<file path="config.mk">
export PLATFORM = sky130hd
export DESIGN_NAME = phase_timer
export DESIGN_NICKNAME = d
export VERILOG_FILES = /design/src/rtl/phase_timer.sv
export SDC_FILE = /design/constraint.sdc
export NUM_CORES = 1
export LEC_CHECK = 0
export BUFFER_PORTS_ARGS = -buffer_cell sky130_fd_sc_hd__buf_2
export CORE_ASPECT_RATIO = 0.8
export CORE_UTILIZATION = 60
export CTS_CLUSTER_SIZE = 25
export DETAILED_ROUTE_END_ITERATION = 6
export GPL_ROUTABILITY_DRIVEN = 0
export PLACE_DENSITY = 0.85
export SETUP_SLACK_MARGIN = 0.3
export SLEW_MARGIN = 5
export SYNTH_ARGS = -nofsm -noshare
export SYNTH_HDL_FRONTEND = slang
export SYNTH_SLANG_ARGS = --single-unit
</file>
<file path="constraint.sdc">
create_clock -name clk -period 7 [get_ports clk]
set_clock_uncertainty 0.05 [all_clocks]
set_input_delay 1.05 -clock clk [delete_from_list [all_inputs] [get_ports clk]]
set_output_delay 1.05 -clock clk [all_outputs]
set_load 0.05 [all_outputs]
</file>
<file path="src/rtl/phase_timer.sv">
// Phase-duration timer: looks up per-phase cycle count, counts down (pausable/abortable), pulses done.
// Latency: count visible one edge after accepted start; busy spans N+1 cycles plus paused cycles.
// Backpressure: none; start ignored while busy. PHASE_TIMER_WR_EN adds a 32-entry override RAM.
module phase_timer #(
    parameter int unsigned COUNT_W   = 32,
    parameter int unsigned SCALE     = 1,
    parameter int unsigned BASE_FILL = 120,
    parameter int unsigned BASE_WASH = 300,
    parameter int unsigned BASE_SPIN = 60
) (
    input  logic               clk,
    input  logic               rst_n,
    input  logic [1:0]         clk_freq,
    input  logic [2:0]         phase,
    input  logic               start,
    input  logic               pause,
    input  logic               abort,
`ifdef PHASE_TIMER_WR_EN
    input  logic               wr_en,
    input  logic [4:0]         wr_addr,
    input  logic [COUNT_W-1:0] wr_data,
`endif
    output logic               busy,
    output logic               done,
    output logic [COUNT_W-1:0] remaining,
    output logic [2:0]         phase_q
);

    // Largest table entry is the largest base at clk_freq=3.
    localparam longint unsigned MAX_BASE_FW = (BASE_FILL > BASE_WASH) ? BASE_FILL : BASE_WASH;
    localparam longint unsigned MAX_BASE    = (MAX_BASE_FW > BASE_SPIN) ? MAX_BASE_FW : BASE_SPIN;
    localparam longint unsigned MAX_ENTRY   = ((MAX_BASE << 3) * SCALE) - 64'd2;

    if (COUNT_W < 64 && MAX_ENTRY >= (64'd1 << COUNT_W)) begin : g_fit_check
        $error("phase_timer: COUNT_W too narrow for largest table entry");
    end

    typedef enum logic [1:0] {
        IDLE  = 2'd0,
        RUN   = 2'd1,
        PAUSE = 2'd2
    } state_t;

    state_t             state;
    state_t             state_nx;
    logic [COUNT_W-1:0] remaining_nx;
    logic [2:0]         phase_q_nx;
    logic               done_nx;
    logic [COUNT_W-1:0] load_val;

    function automatic logic [COUNT_W-1:0] table_entry(input logic [2:0] ph, input logic [1:0] fq);
        logic [63:0] base;
        logic [63:0] full;
        base = 64'd0;
        case (ph)
            3'b001, 3'b111: base = 64'(BASE_FILL);
            3'b011:         base = 64'(BASE_WASH);
            3'b110:         base = 64'(BASE_SPIN);
            default:        base = 64'd0;
        endcase
        if (base == 64'd0)
            full = 64'd1;
        else
            full = ((base << fq) * 64'(SCALE)) - 64'd2;
        return COUNT_W'(full);
    endfunction

`ifdef PHASE_TIMER_WR_EN
    logic [COUNT_W-1:0] ovr_mem [32];
    logic [31:0]        ovr_vld;
    logic [4:0]         rd_addr;

    assign rd_addr = {phase, clk_freq};

    // Read happens before the same-edge write lands, so start sees the old contents.
    assign load_val = ovr_vld[rd_addr] ? ovr_mem[rd_addr] : table_entry(phase, clk_freq);

    always_ff @(posedge clk) begin
        if (wr_en)
            ovr_mem[wr_addr] <= wr_data;
    end

    always_ff @(posedge clk or negedge rst_n) begin
        if (!rst_n)
            ovr_vld <= '0;
        else if (wr_en)
            ovr_vld[wr_addr] <= 1'b1;
    end
`else
    assign load_val = table_entry(phase, clk_freq);
`endif

    always_comb begin
        state_nx     = state;
        remaining_nx = remaining;
        phase_q_nx   = phase_q;
        done_nx      = 1'b0;
        if (abort) begin
            state_nx     = IDLE;
            remaining_nx = '0;
        end else begin
            case (state)
                IDLE: begin
                    if (start) begin
                        state_nx     = RUN;
                        remaining_nx = load_val;
                        phase_q_nx   = phase;
                    end
                end
                // A resume edge counts like a running edge, so each paused cycle costs exactly one.
                RUN, PAUSE: begin
                    if (pause) begin
                        state_nx = PAUSE;
                    end else if (remaining == '0) begin
                        state_nx = IDLE;
                        done_nx  = 1'b1;
                    end else begin
                        state_nx     = RUN;
                        remaining_nx = remaining - COUNT_W'(1);
                    end
                end
                default: begin
                    state_nx     = IDLE;
                    remaining_nx = '0;
                end
            endcase
        end
    end

    always_ff @(posedge clk or negedge rst_n) begin
        if (!rst_n) begin
            state     <= IDLE;
            busy      <= 1'b0;
            done      <= 1'b0;
            remaining <= '0;
            phase_q   <= 3'b000;
        end else begin
            state     <= state_nx;
            busy      <= (state_nx != IDLE);
            done      <= done_nx;
            remaining <= remaining_nx;
            phase_q   <= phase_q_nx;
        end
    end

endmodule
</file>
* Yosys cells after proc, flatten, opt, wreduce, memory -nomap -nowiden
Cells that the tools add are included.
** Storage, ports and cells
- Register bits :: 39
- Latch bits :: 0
- Bits in writable memories :: 0
- Memory bits (read-only) :: 0
- Input port bits :: 10
- Output and inout bits :: 37
- Logic and storage cells :: 42
- Memories :: 0
** Operators by class
- Add/subtract/negate cells :: 2
- Multipliers :: 0
- Div/mod/pow operators :: 0
- Order comparisons :: 0
- Equality and inequality tests :: 9
- Shift operators :: 1
- Mux-type cells :: 16
- Bitwise logic cells :: 1
- Reduce and logical (&&, ||, !) cells :: 8
** Operators by type and width (count)
- $mux W32 :: 5
- $logic_not A64 Y1 :: 1
- $pmux W32 S2 :: 1
- $logic_not A32 Y1 :: 1
- $shl A9 B2 Y32 :: 1
- $sub A32 B1 Y32 const B :: 1
- $sub A32 B2 Y32 const B :: 1
- $pmux W9 S3 :: 1
- $ne A3 B3 Y1 const B :: 3
- $eq A3 B3 Y1 const B :: 2
- $mux W2 :: 3
- $reduce_and A3 Y1 :: 2
- $mux W1 :: 5
- $pmux W2 S2 :: 1
- $reduce_or A2 Y1 :: 2
- $eq A3 B1 Y1 const B :: 1
- $eq A3 B2 Y1 const B :: 1
- $eq A2 B1 Y1 const B :: 1
- $eq A2 B2 Y1 const B :: 1
- $logic_not A2 Y1 :: 1
- $reduce_bool A2 Y1 :: 1
- $not A1 Y1 :: 1

* Logic depth before layout (Yosys ltp)
- Word-level depth :: 9
- Mapped depth :: 11
- Mapped depth without buffers :: 9

* Least setup slack after synthesis
No wires, ideal clock.
- Path kind :: input port to flip-flop
- Start point :: input phase[2]
- End point :: register remaining[6]
- Library setup time :: 83 ps
- Arrival :: 2799 ps
- Slack :: 4069 ps
- Stages on the path :: 10
- Path buffers :: 2
- Cell sequence :: clkbuf_1 -> clkbuf_1 -> nor2_1 -> or3_1 -> ha_1 -> a31oi_1 -> o221ai_1 -> a21oi_1 -> a41oi_1 -> o22ai_1
** Between the ends
- Word-level cells in the longest chain between the ends :: 9
- Elaborated cells between the ends (all ways) :: 13
** RTL lines
- from (decl) :: line 14 : input logic [2:0] phase,
- $eq A3 B1 Y1 or $eq A3 B3 Y1 (tied branches) :: line 55 : case (ph)
- $reduce_or A2 Y1 :: line 55
- $pmux W9 S3 (*) :: line 55
- $shl A9 B2 Y32 :: line 64 : full = ((base << fq) * 64'(SCALE)) - 64'd2;
- $sub A32 B2 Y32 :: line 64
- $mux W32 (*) :: line 61 : if (base == 64'd0)
- $mux W32 (*) :: line 104 : if (start) begin
- $pmux W32 S2 (*) :: line 102 : case (state)
- $mux W32 (*) :: line 98 : if (abort) begin
- to (signal assigned) :: line 141 : remaining <= remaining_nx;
- to (decl) :: line 25 : output logic [COUNT_W-1:0] remaining,
Mark *: on every way between the ends. The rest lies on a longest branch, timed or not. The select of a mux whose other input is x is not followed.
A chain may end at the register's enable or synchronous reset.

* Final worst setup path
- Start point :: register remaining[0]
- End point :: register remaining[11]
** Between the ends
- Word-level cells in the longest chain between the ends :: 5
- Elaborated cells between the ends (all ways) :: 8
** RTL lines
- $sub A32 B1 Y32 :: line 119 : remaining_nx = remaining - COUNT_W'(1);
- $mux W32 :: line 114 : end else if (remaining == '0) begin
- $mux W32 :: line 112 : if (pause) begin
- $pmux W32 S2 :: line 102
- $mux W32 :: line 98
Parallel ways exist; a longest one is shown, timed or not. The select of a mux whose other input is x is not followed.

==> results.txt <==
Status: completed
Drt wl/cell: 16.1 µm
Fin Setup TNS: 0 ns
Via Count: 2,535
First drt pass iteration count: 5
Core box area: 4230 µm²
Synth Cell Area: 2680 µm²
Max Cap Viol: 0
Fin crit share: 0.448
Mapped Nets: 329
Antenna viol nets, final: 0
Post-synthesis register bit count: 39
Worst-path cell chain: inv_1, ha_1, nor4b_1, and4_1, nand4b_1, nand2_1, a21oi_1, o22ai_1
Cts bufs inserted: 5
Die ar.: 4740 µm²
Syn avg cell area: 8.67 µm²
CP arrival: 3.29 ns
IO buf count: 46
Routed vias/inst: 6.26
# DRC: 0
Area leader, netlist: dfrtp_1
Reg2reg path depth: 8
Clock transition at path regs: 0.08 ns
Post-synth cell types: 58
Final Critical Period: 3.14 ns
Hold_ws: 0.455 ns
Post-CTS Setup Inserts: 0
DP HPWL: 4680 µm
Crit-path max FO: 19
Die height: 61.8 µm
Synth top cells by count: dfrtp_1, nor2_1, nand2_1
Worst setup SP type: register
CTS tree: yes
Yosys Warn Count: 0
Final setup vio count: 0
Initial drt markers: 307
Fraction of layout cells with a size suffix above 1: 0.190
Worst-Margin Slew: 0.875 ns
Crit path required time: 7.16 ns
Top cells by area, synth: dfrtp_1, xor2_1, nor2_1
CTS HTree Levels: 2
Slew headroom: 0.417
Post-synth EDFFs: 0
Initial antenna violation count: 0
HP Class: reg -> reg
Area grow syn2layout: 12.1%
Hold Buf Count CTS: 0
Clk_lat worst skew: 0.30 ns
Clock tree sinks: 39
Max incr delay on CP: 0.67 ns
Final Max Slew Viols: 0
CP endpoint kind: register
Gr ovfl total: 0
Post-synthesis sequential area ratio: 0.364
Die X: 76.7 µm
Post-CTS sizing: 0
Hold path depth: 1
Row Count: 21
Nets: 367
Io pins: 47
Ant. Diodes: 0
GRT Overall Usage: 0.291
Async S/R FF share, synth: 1.00
Primary FF master, synth: dfrtp_1
Clk buf depth: 2
Share of the synthesized area in the top cell type: 0.364
Top-count cell post-synth: dfrtp_1
First-pass GRT wire length: 10,500 µm
RSZ-0062 raised after global routing: no
R2r setup slk: 3.86 ns
CP Buf/Inv Count: 1
Critical-path cell with the highest stage delay: nand4b_1
Starting Density: 0.633
Critical path class: reg -> reg
DRT Wirelength: 6520 µm
Clock root buffer: clkbuf_8
Number of global-route vias before repair: 2,259
CP Depth: 8
Fmax: 319 MHz
Top delay family on crit path: simple AND/OR/NAND/NOR gates
Pin count of the biggest net entering global routing: 40
Synth Instances: 309
Final Hold Viols: 0
per-layer routing:
metal  GRT usage  share of wire
met1       0.377           0.45
met3      0.0555          0.067
met4       0.140          0.023
met2       0.487           0.46
met5           0              0
flip-flops by register name, summed over array words and instances (netlist names):
name	count
remaining	32
busy	1
done	1
state	2
phase_q	3
worst paths after layout:
path	start	endpoint
worst max register to register	remaining[0]	remaining[11]
worst min register to register	phase_q[0]	phase_q[0]
worst min-delay path	phase_q[0]	phase_q[0]
worst max-delay path	remaining[0]	remaining[11]
min in group asynchronous	rst_n	remaining[1]
max in group asynchronous	rst_n	busy
final cells by class:
cell class | instances | area [µm²]
Clock buffer | 7 | 76.3
Clock inverter | 1 | 5.00
Fill cell | 337 | 1230
Inverter | 13 | 48.8
Multi-Input combinational cell | 242 | 1600
Sequential cell | 39 | 976
Tap cell | 57 | 71.3
Timing Repair Buffer | 46 | 230
placed cells by master (no fill, tap or decap), types with 11 or more instances in the layout:
cell / n
nor3_1: 11
nor2_1: 37
a21oi_1: 12
nand3_1: 17
o21ai_0: 15
buf_2: 46
inv_1: 13
nand2_1: 21
dfrtp_1: 39
xor2_1: 19
stage by stage:
stage / std cells / worst slack [ns] / util / instance area (µm²)
6_report: 405 / 3.86 / 0.710 / 3000
5_1_grt: 405 / 3.59 / 0.710 / 3000
4_1_cts: 405 / 4.00 / 0.710 / 3000
3_5_place_dp: 397 / 3.90 / 0.691 / 2920
3_3_place_gp: 397 / 4.05 / 0.691 / 2920
2_1_floorplan: 309 / 4.07 / - / 2680
logic make-up (layout without fill, tap and decap cells):
kind of cell	count (synthesis)	in the layout	share of synthesized area
AOI/OAI and AO/OA	66	66	0.168
and+or+nand+nor	142	142	0.299
DFF	39	39	0.364
adders and majority gates	11	11	0.0504
xor gates and xnor gates	20	20	0.0654
buffers and inverters	28	67	0.0402
muxes	3	3	0.0126
Power is left out: the tool's default activity adds up to more than one toggle a clock period on the data nets, which glitch-free logic cannot reach.
